==> config.mk <==
export PLATFORM = sky130hd
export DESIGN_NAME = bpsk_tx_sequencer
export DESIGN_NICKNAME = d
export VERILOG_FILES = /design/src/rtl/bpsk_pkg.sv /design/src/rtl/bpsk_tx_sequencer_phase_ctr.sv /design/src/rtl/bpsk_tx_sequencer.sv
export SDC_FILE = /design/constraint.sdc
export NUM_CORES = 1
export LEC_CHECK = 0
export ABC_AREA = 1
export BUFFER_PORTS_ARGS = -buffer_cell sky130_fd_sc_hd__buf_2
export CORE_MARGIN = 2
export CORE_UTILIZATION = 46
export CTS_CLUSTER_SIZE = 12
export DETAILED_ROUTE_END_ITERATION = 12
export PLACE_DENSITY = 0.72
export SYNTH_ARGS = -nofsm -noshare
export SYNTH_HDL_FRONTEND = slang
export SYNTH_HIERARCHICAL = 1
export SYNTH_SLANG_ARGS = --single-unit
==> constraint.sdc <==
create_clock -name clk -period 2.05 [get_ports clk]
set_input_delay 0.3075 -clock clk [delete_from_list [all_inputs] [get_ports clk]]
set_output_delay 0.3075 -clock clk [all_outputs]
set_load 0.01 [all_outputs]
==> src/rtl/bpsk_pkg.sv <==
// ----------------------------------------------------------------------------
// bpsk_pkg : shared FSM state type, sample limits and saturating negate
// rev 1.0
// ----------------------------------------------------------------------------
`default_nettype none

`ifndef CARRIER_SAMPLES_PER_PERIOD
`define CARRIER_SAMPLES_PER_PERIOD 8
`endif

package bpsk_pkg;

  localparam int CARRIER_SPP = `CARRIER_SAMPLES_PER_PERIOD;
  localparam int SAMPLE_W    = 12;

  localparam logic [SAMPLE_W-1:0] SAMPLE_MAX = {1'b0, {(SAMPLE_W-1){1'b1}}};
  localparam logic [SAMPLE_W-1:0] SAMPLE_MIN = {1'b1, {(SAMPLE_W-1){1'b0}}};

  typedef enum logic [1:0] {
    IDLE  = 2'd0,
    RUN   = 2'd1,
    DRAIN = 2'd2
  } tx_seq_state_t;

  // The most negative code has no positive twin; clamp it instead of wrapping.
  function automatic logic [SAMPLE_W-1:0] neg_sat(input logic [SAMPLE_W-1:0] x);
    return (x == SAMPLE_MIN) ? SAMPLE_MAX : -x;
  endfunction

endpackage

`default_nettype wire

==> src/rtl/bpsk_tx_sequencer_phase_ctr.sv <==
// ----------------------------------------------------------------------------
// carrier_phase_ctr : LUT sample index and carrier period index for one symbol
// rev 1.0
// ----------------------------------------------------------------------------
`default_nettype none

module carrier_phase_ctr
  import bpsk_pkg::*;
#(
  parameter int SPP = CARRIER_SPP,
  parameter int PPS = 4,
  localparam int SW = $clog2(SPP),
  localparam int PW = (PPS > 1) ? $clog2(PPS) : 1
) (
  input  logic          clk,
  input  logic          rst_n,
  input  logic          clr,
  input  logic          adv,
  output logic [SW-1:0] sidx,
  output logic [PW-1:0] pidx,
  output logic          last_of_symbol
);

  localparam logic [SW-1:0] SIDX_MAX = SW'(SPP - 1);
  localparam logic [PW-1:0] PIDX_MAX = PW'(PPS - 1);

  assign last_of_symbol = (sidx == SIDX_MAX) && (pidx == PIDX_MAX);

  // Wrapping on the last sample lands both counters on 0, which is exactly
  // where a back-to-back symbol has to start.
  always_ff @(posedge clk) begin
    if (!rst_n || clr) begin
      sidx <= '0;
      pidx <= '0;
    end else if (adv) begin
      if (sidx == SIDX_MAX) begin
        sidx <= '0;
        pidx <= (pidx == PIDX_MAX) ? '0 : pidx + PW'(1);
      end else begin
        sidx <= sidx + SW'(1);
      end
    end
  end

endmodule

`default_nettype wire

==> src/rtl/bpsk_tx_sequencer.sv <==
// ----------------------------------------------------------------------------
// bpsk_tx_sequencer : steps the cosine LUT phase and BPSK-modulates its samples
// rev 1.0
// ----------------------------------------------------------------------------
`default_nettype none

module bpsk_tx_sequencer #(
  parameter int SPP      = bpsk_pkg::CARRIER_SPP,
  parameter int PPS      = 4,
  parameter int SAMPLE_W = bpsk_pkg::SAMPLE_W
) (
  input  logic                    clk,
  input  logic                    rst_n,
  input  logic                    en,
  input  logic                    bit_valid,
  input  logic                    bit_data,
  output logic                    bit_ready,
  output logic [$clog2(SPP)-1:0]  lut_addr,
  input  logic [SAMPLE_W-1:0]     conv_sample,
  output logic                    out_valid,
  input  logic                    out_ready,
  output logic [SAMPLE_W-1:0]     out_sample,
  output logic                    busy,
  output logic                    underrun
);

  import bpsk_pkg::*;

  localparam int PW = (PPS > 1) ? $clog2(PPS) : 1;

  tx_seq_state_t state, next_state;

  logic          cur_bit;
  logic          adv;
  logic          last_of_symbol;
  logic [PW-1:0] unused_pidx;
  logic          load_bit;
  logic          load_out;
  logic          clear_out;
  logic          set_underrun;

  assign adv  = ~out_valid | out_ready;
  assign busy = (state != IDLE);

  // Counters sit at 0 outside RUN, so lut_addr presents phase 0 ahead of every symbol.
  carrier_phase_ctr #(
    .SPP (SPP),
    .PPS (PPS)
  ) u_phase_ctr (
    .clk            (clk),
    .rst_n          (rst_n),
    .clr            (state != RUN),
    .adv            (adv && (state == RUN)),
    .sidx           (lut_addr),
    .pidx           (unused_pidx),
    .last_of_symbol (last_of_symbol)
  );

  always_ff @(posedge clk) begin
    if (!rst_n) begin
      state <= IDLE;
    end else begin
      state <= next_state;
    end
  end

  always_comb begin
    next_state   = state;
    bit_ready    = 1'b0;
    load_bit     = 1'b0;
    load_out     = 1'b0;
    clear_out    = 1'b0;
    set_underrun = 1'b0;
    unique case (state)
      IDLE: begin
        bit_ready = en;
        if (en && bit_valid) begin
          load_bit   = 1'b1;
          next_state = RUN;
        end
      end
      RUN: begin
        if (adv) begin
          load_out = 1'b1;
          if (last_of_symbol) begin
            if (en && bit_valid) begin
              bit_ready = 1'b1;
              load_bit  = 1'b1;
            end else begin
              set_underrun = en;
              next_state   = DRAIN;
            end
          end
        end
      end
      DRAIN: begin
        if (out_valid && out_ready) begin
          clear_out  = 1'b1;
          next_state = IDLE;
        end
      end
      default: next_state = IDLE;
    endcase
  end

  always_ff @(posedge clk) begin
    if (!rst_n) begin
      cur_bit    <= 1'b0;
      out_valid  <= 1'b0;
      out_sample <= '0;
      underrun   <= 1'b0;
    end else begin
      if (load_bit) begin
        cur_bit <= bit_data;
      end
      // Uses the outgoing symbol's bit even on the edge a new bit is latched.
      if (load_out) begin
        out_sample <= cur_bit ? neg_sat(conv_sample) : conv_sample;
        out_valid  <= 1'b1;
      end else if (clear_out) begin
        out_valid <= 1'b0;
      end
      if (set_underrun) begin
        underrun <= 1'b1;
      end
    end
  end

endmodule

`default_nettype wire
==> impl_metrics.env <==
export IMPL_initialDrtViolationCount=53
export IMPL_total_power_uw=933
export IMPL_globalRoute_totalOverflow=0
export IMPL_finalMaxSlewViolations=0
export IMPL_global_route_wire_length_before_repair_um=4710
export IMPL_tritoncts_num_buffers=3
export IMPL_synth_top_cell_area_share_pct=33.0
export IMPL_1st_pass_router_iterations=4
export IMPL_synth_enable_flop_cells=0
export IMPL_power_share_clock_pct=25.6
export IMPL_drt_vias_per_instance=4.76
export IMPL_synth_cell_types=31
export IMPL_setup_tns_ps=0
export IMPL_rsz0062_at_grt="false"
export IMPL_power_switching_uw=284
export IMPL_grt_usage_pct=17.9
export IMPL_worstPathRequired_ps=1740
export IMPL_port_buffer_count=36
export IMPL_clk_pin_slew_worst_paths_ps=120
export IMPL_timing_hold_ws_ps=268
export IMPL_mean_instance_size_in_the_synthesized_netlist_um2=7.13
export IMPL_worst_hold_path_type="in -> reg"
export IMPL_critical_path_top_cell_by_count="sky130_fd_sc_hd__ha_1"
export IMPL_io_pins=37
export IMPL_reg2reg_slack_ps=610
export IMPL_drv_cap=0
export IMPL_cp_max_fo=4
export IMPL_yosysMostFrequentCell="sky130_fd_sc_hd__nand2_1"
export IMPL_postRouteWirelength_um=2590
export IMPL_postSynthNetCount=210
export IMPL_grt_max_degree=19
export IMPL_insertion_delay_ps=310
export IMPL_power_frac_seq_pct=51.0
export IMPL_max_stage_delay_ps=370
export IMPL_start_util_pct=48.4
export IMPL_timing_setup_critical_path_class="reg -> out"
export IMPL_worst_endpoint_arrival_ps=1600
export IMPL_hold_viol=0
export IMPL_die_width_um=57.8
export IMPL_netlist_top_cells_area="sky130_fd_sc_hd__dfxtp_1 33%, sky130_fd_sc_hd__nand2_1 11%, sky130_fd_sc_hd__nor2_1 8.2%"
export IMPL_cts_num_sinks=22
export IMPL_holdBufCountCts=0
export IMPL_timing_worst_slew_pin_value_ps=332
export IMPL_cell_internal_pwr_uw=650
export IMPL_ys_warnings_count=6
export IMPL_critical_path_endpoint="bit_ready"
export IMPL_power_switching_fraction_pct=30.4
export IMPL_timing_critical_path_cells="ha_1, ha_1, nand2_1, inv_1, o21ai_0, o31ai_1, buf_2"
export IMPL_clockBufferDepth=2
export IMPL_cellPowerDensity_nw_per_um2=595
export IMPL_nNetsFinal=249
export IMPL_diodes=0
export IMPL_rr_startpoint="u_phase_ctr/sidx[0]"
export IMPL_first_global_vias=1150
export IMPL_fmaxAchievable_mhz=524
export IMPL_asyncSetResetFlopFracSynth_pct=0
export IMPL_drtAntennaViolNets=0
export IMPL_layout_min_cycle_time_ps=1910
export IMPL_netlist_top_cell_by_area="sky130_fd_sc_hd__dfxtp_1"
export IMPL_synth_sequential_area_ratio_pct=33.0
export IMPL_detailedPlacementHpwl_um=2070
export IMPL_startpoint="u_phase_ctr/sidx[0]"
export IMPL_cpMaxStageDelayCell="sky130_fd_sc_hd__dfxtp_2"
export IMPL_synth_seq_cells=22
export IMPL_initial_antenna_violation_count=0
export IMPL_cts_tree="built"
export IMPL_status="finished, final reports clean"
export IMPL_layout_worst_path_cycle_share_pct=93.0
export IMPL_number_of_h_tree_levels=1
export IMPL_syn_inst=187
export IMPL_area_growth_pct=17.5
export IMPL_chipHeight_um=57.8
export IMPL_design_die_area_um2=3350
export IMPL_proportion_of_power_drawn_by_combinational_gates_pct=23.4
export IMPL_worstHoldStart="bit_data"
export IMPL_cts_root_buffer="sky130_fd_sc_hd__clkbuf_4"
export IMPL_route_detailed_drc=0
export IMPL_endpoint_type_of_the_worst_setup_path="output port"
export IMPL_max_slew_margin_rel_pct=77.9
export IMPL_irDropWorstVdd_mv=0.445
export IMPL_critical_path_reg2reg_endpoint="cur_bit"
export IMPL_post_route_cells_drive_above_1_share_pct=30.7
export IMPL_timing_clock_skew_ps=7.18
export IMPL_syn_cell_area_um2=1330
export IMPL_place_gp_congestion=0.804
export IMPL_leakage_nw=0.810
export IMPL_synthFlopType="sky130_fd_sc_hd__dfxtp_1"
export IMPL_count_of_final_setup_violators=0
export IMPL_drt_wirelength_per_cell_um=10.1
export IMPL_routed_via_count=1218
export IMPL_r2r_worst_path_cells=9
export IMPL_synth_commonest_cells="40 x sky130_fd_sc_hd__nand2_1, 29 x sky130_fd_sc_hd__nor2_1, 23 x sky130_fd_sc_hd__inv_1"
export IMPL_std_cell_rows=19
export IMPL_timing_critical_path_from_type="flip-flop"
export IMPL_core_um2=2760
-- cells by family after synthesis --
logic type	after synthesis	share of synthesized area, %
compound gates	30	14.4
xor+xnor	6	3.94
fa+ha+maj	5	4.69
buf+inv	32	10.9
flops	22	33.0
simple gates	92	33.1
-- per-layer routing --
layer	vias up	global-route usage (%)	share of wire, %
met4	0	8.31	1.1
met3	2	2.68	2.8
met2	21	29.9	48
met5	-	0	0
met1	524	22.6	48
li1	671	-	-
-- final cells by class --
type,count,area (um^2)
fillers,278,1190
multi-input cells,133,748
flip-flops and latches,22,443
repair buffers,37,188
inverters,29,114
well taps,31,38.8
clock buffers,4,36.3
-- worst max-delay path: cells and delay by family, from the launching register on --
family          cells  cell delay (ps)
fa+ha+maj           2              360
flops               1              370
compound gates      2              290
buf+inv             2              220
simple gates        1               60
-- power by group through the flow --
stage	combinational, mW	clock (mW)	sequential, mW
floorplan	0.145	0	0.492
global placement	0.219	0	0.485
detailed placement	0.220	0	0.486
CTS	0.222	0.241	0.476
global route	0.250	0.264	0.480
finish	0.219	0.239	0.476
-- state kept, by name, indices dropped and copies added (netlist names) --
name / flops
out_sample: 12
u_phase_ctr/sidx: 3
state: 2
u_phase_ctr/pidx: 2
cur_bit: 1
out_valid: 1
underrun: 1
-- how the worst min path moves through the flow --
stage                                     end  slack [ps]  cells after the start
final                                 cur_bit         270                      3
after global routing           out_sample[10]         270                      3
after CTS                             cur_bit         270                      3
after detailed placement             underrun         470                      2
after global placement               underrun         460                      2
after floorplan           u_phase_ctr/sidx[2]         430                      2
-- metrics by stage --
step,utilization (%),area (um^2),instances,setup WS (ps)
global placement,55.2,1520,251,463
detailed placement,55.2,1520,251,438
CTS,56.5,1560,255,83.7
global route,56.9,1570,256,6.83
floorplan,-,1330,187,475
finish,56.9,1570,256,143
-- cell usage in the layout, fill, tap and decap left out --
cell	n
sky130_fd_sc_hd__inv_6	1
sky130_fd_sc_hd__a21oi_2	2
sky130_fd_sc_hd__nor2_8	2
sky130_fd_sc_hd__or2_2	1
sky130_fd_sc_hd__ha_1	5
sky130_fd_sc_hd__a21oi_1	8
sky130_fd_sc_hd__buf_2	36
sky130_fd_sc_hd__o211ai_2	3
sky130_fd_sc_hd__nand2_1	40
sky130_fd_sc_hd__nand4_1	2
sky130_fd_sc_hd__nand2_4	1
sky130_fd_sc_hd__a211oi_1	1
sky130_fd_sc_hd__nor2_4	1
sky130_fd_sc_hd__or2_1	1
sky130_fd_sc_hd__buf_4	1
sky130_fd_sc_hd__clkbuf_8	1
sky130_fd_sc_hd__nor2_2	3
sky130_fd_sc_hd__nand3_2	2
sky130_fd_sc_hd__nor2_1	29
sky130_fd_sc_hd__clkbuf_4	3
sky130_fd_sc_hd__nand3_1	5
sky130_fd_sc_hd__nand2_2	5
sky130_fd_sc_hd__inv_2	5
sky130_fd_sc_hd__xor2_1	4
sky130_fd_sc_hd__xnor2_1	2
sky130_fd_sc_hd__o21ai_1	5
sky130_fd_sc_hd__o31ai_1	1
sky130_fd_sc_hd__inv_1	23
sky130_fd_sc_hd__a31oi_1	2
sky130_fd_sc_hd__dfxtp_2	2
sky130_fd_sc_hd__a41oi_1	1
sky130_fd_sc_hd__o21ai_0	7
sky130_fd_sc_hd__dfxtp_1	20
-- what timing repair did --
action	CTS	global route
resized for setup	0	2
buffers inserted	0	1
endpoints found under the setup margin	0	1
No activity file was read; power rests on OpenSTA's default activity.
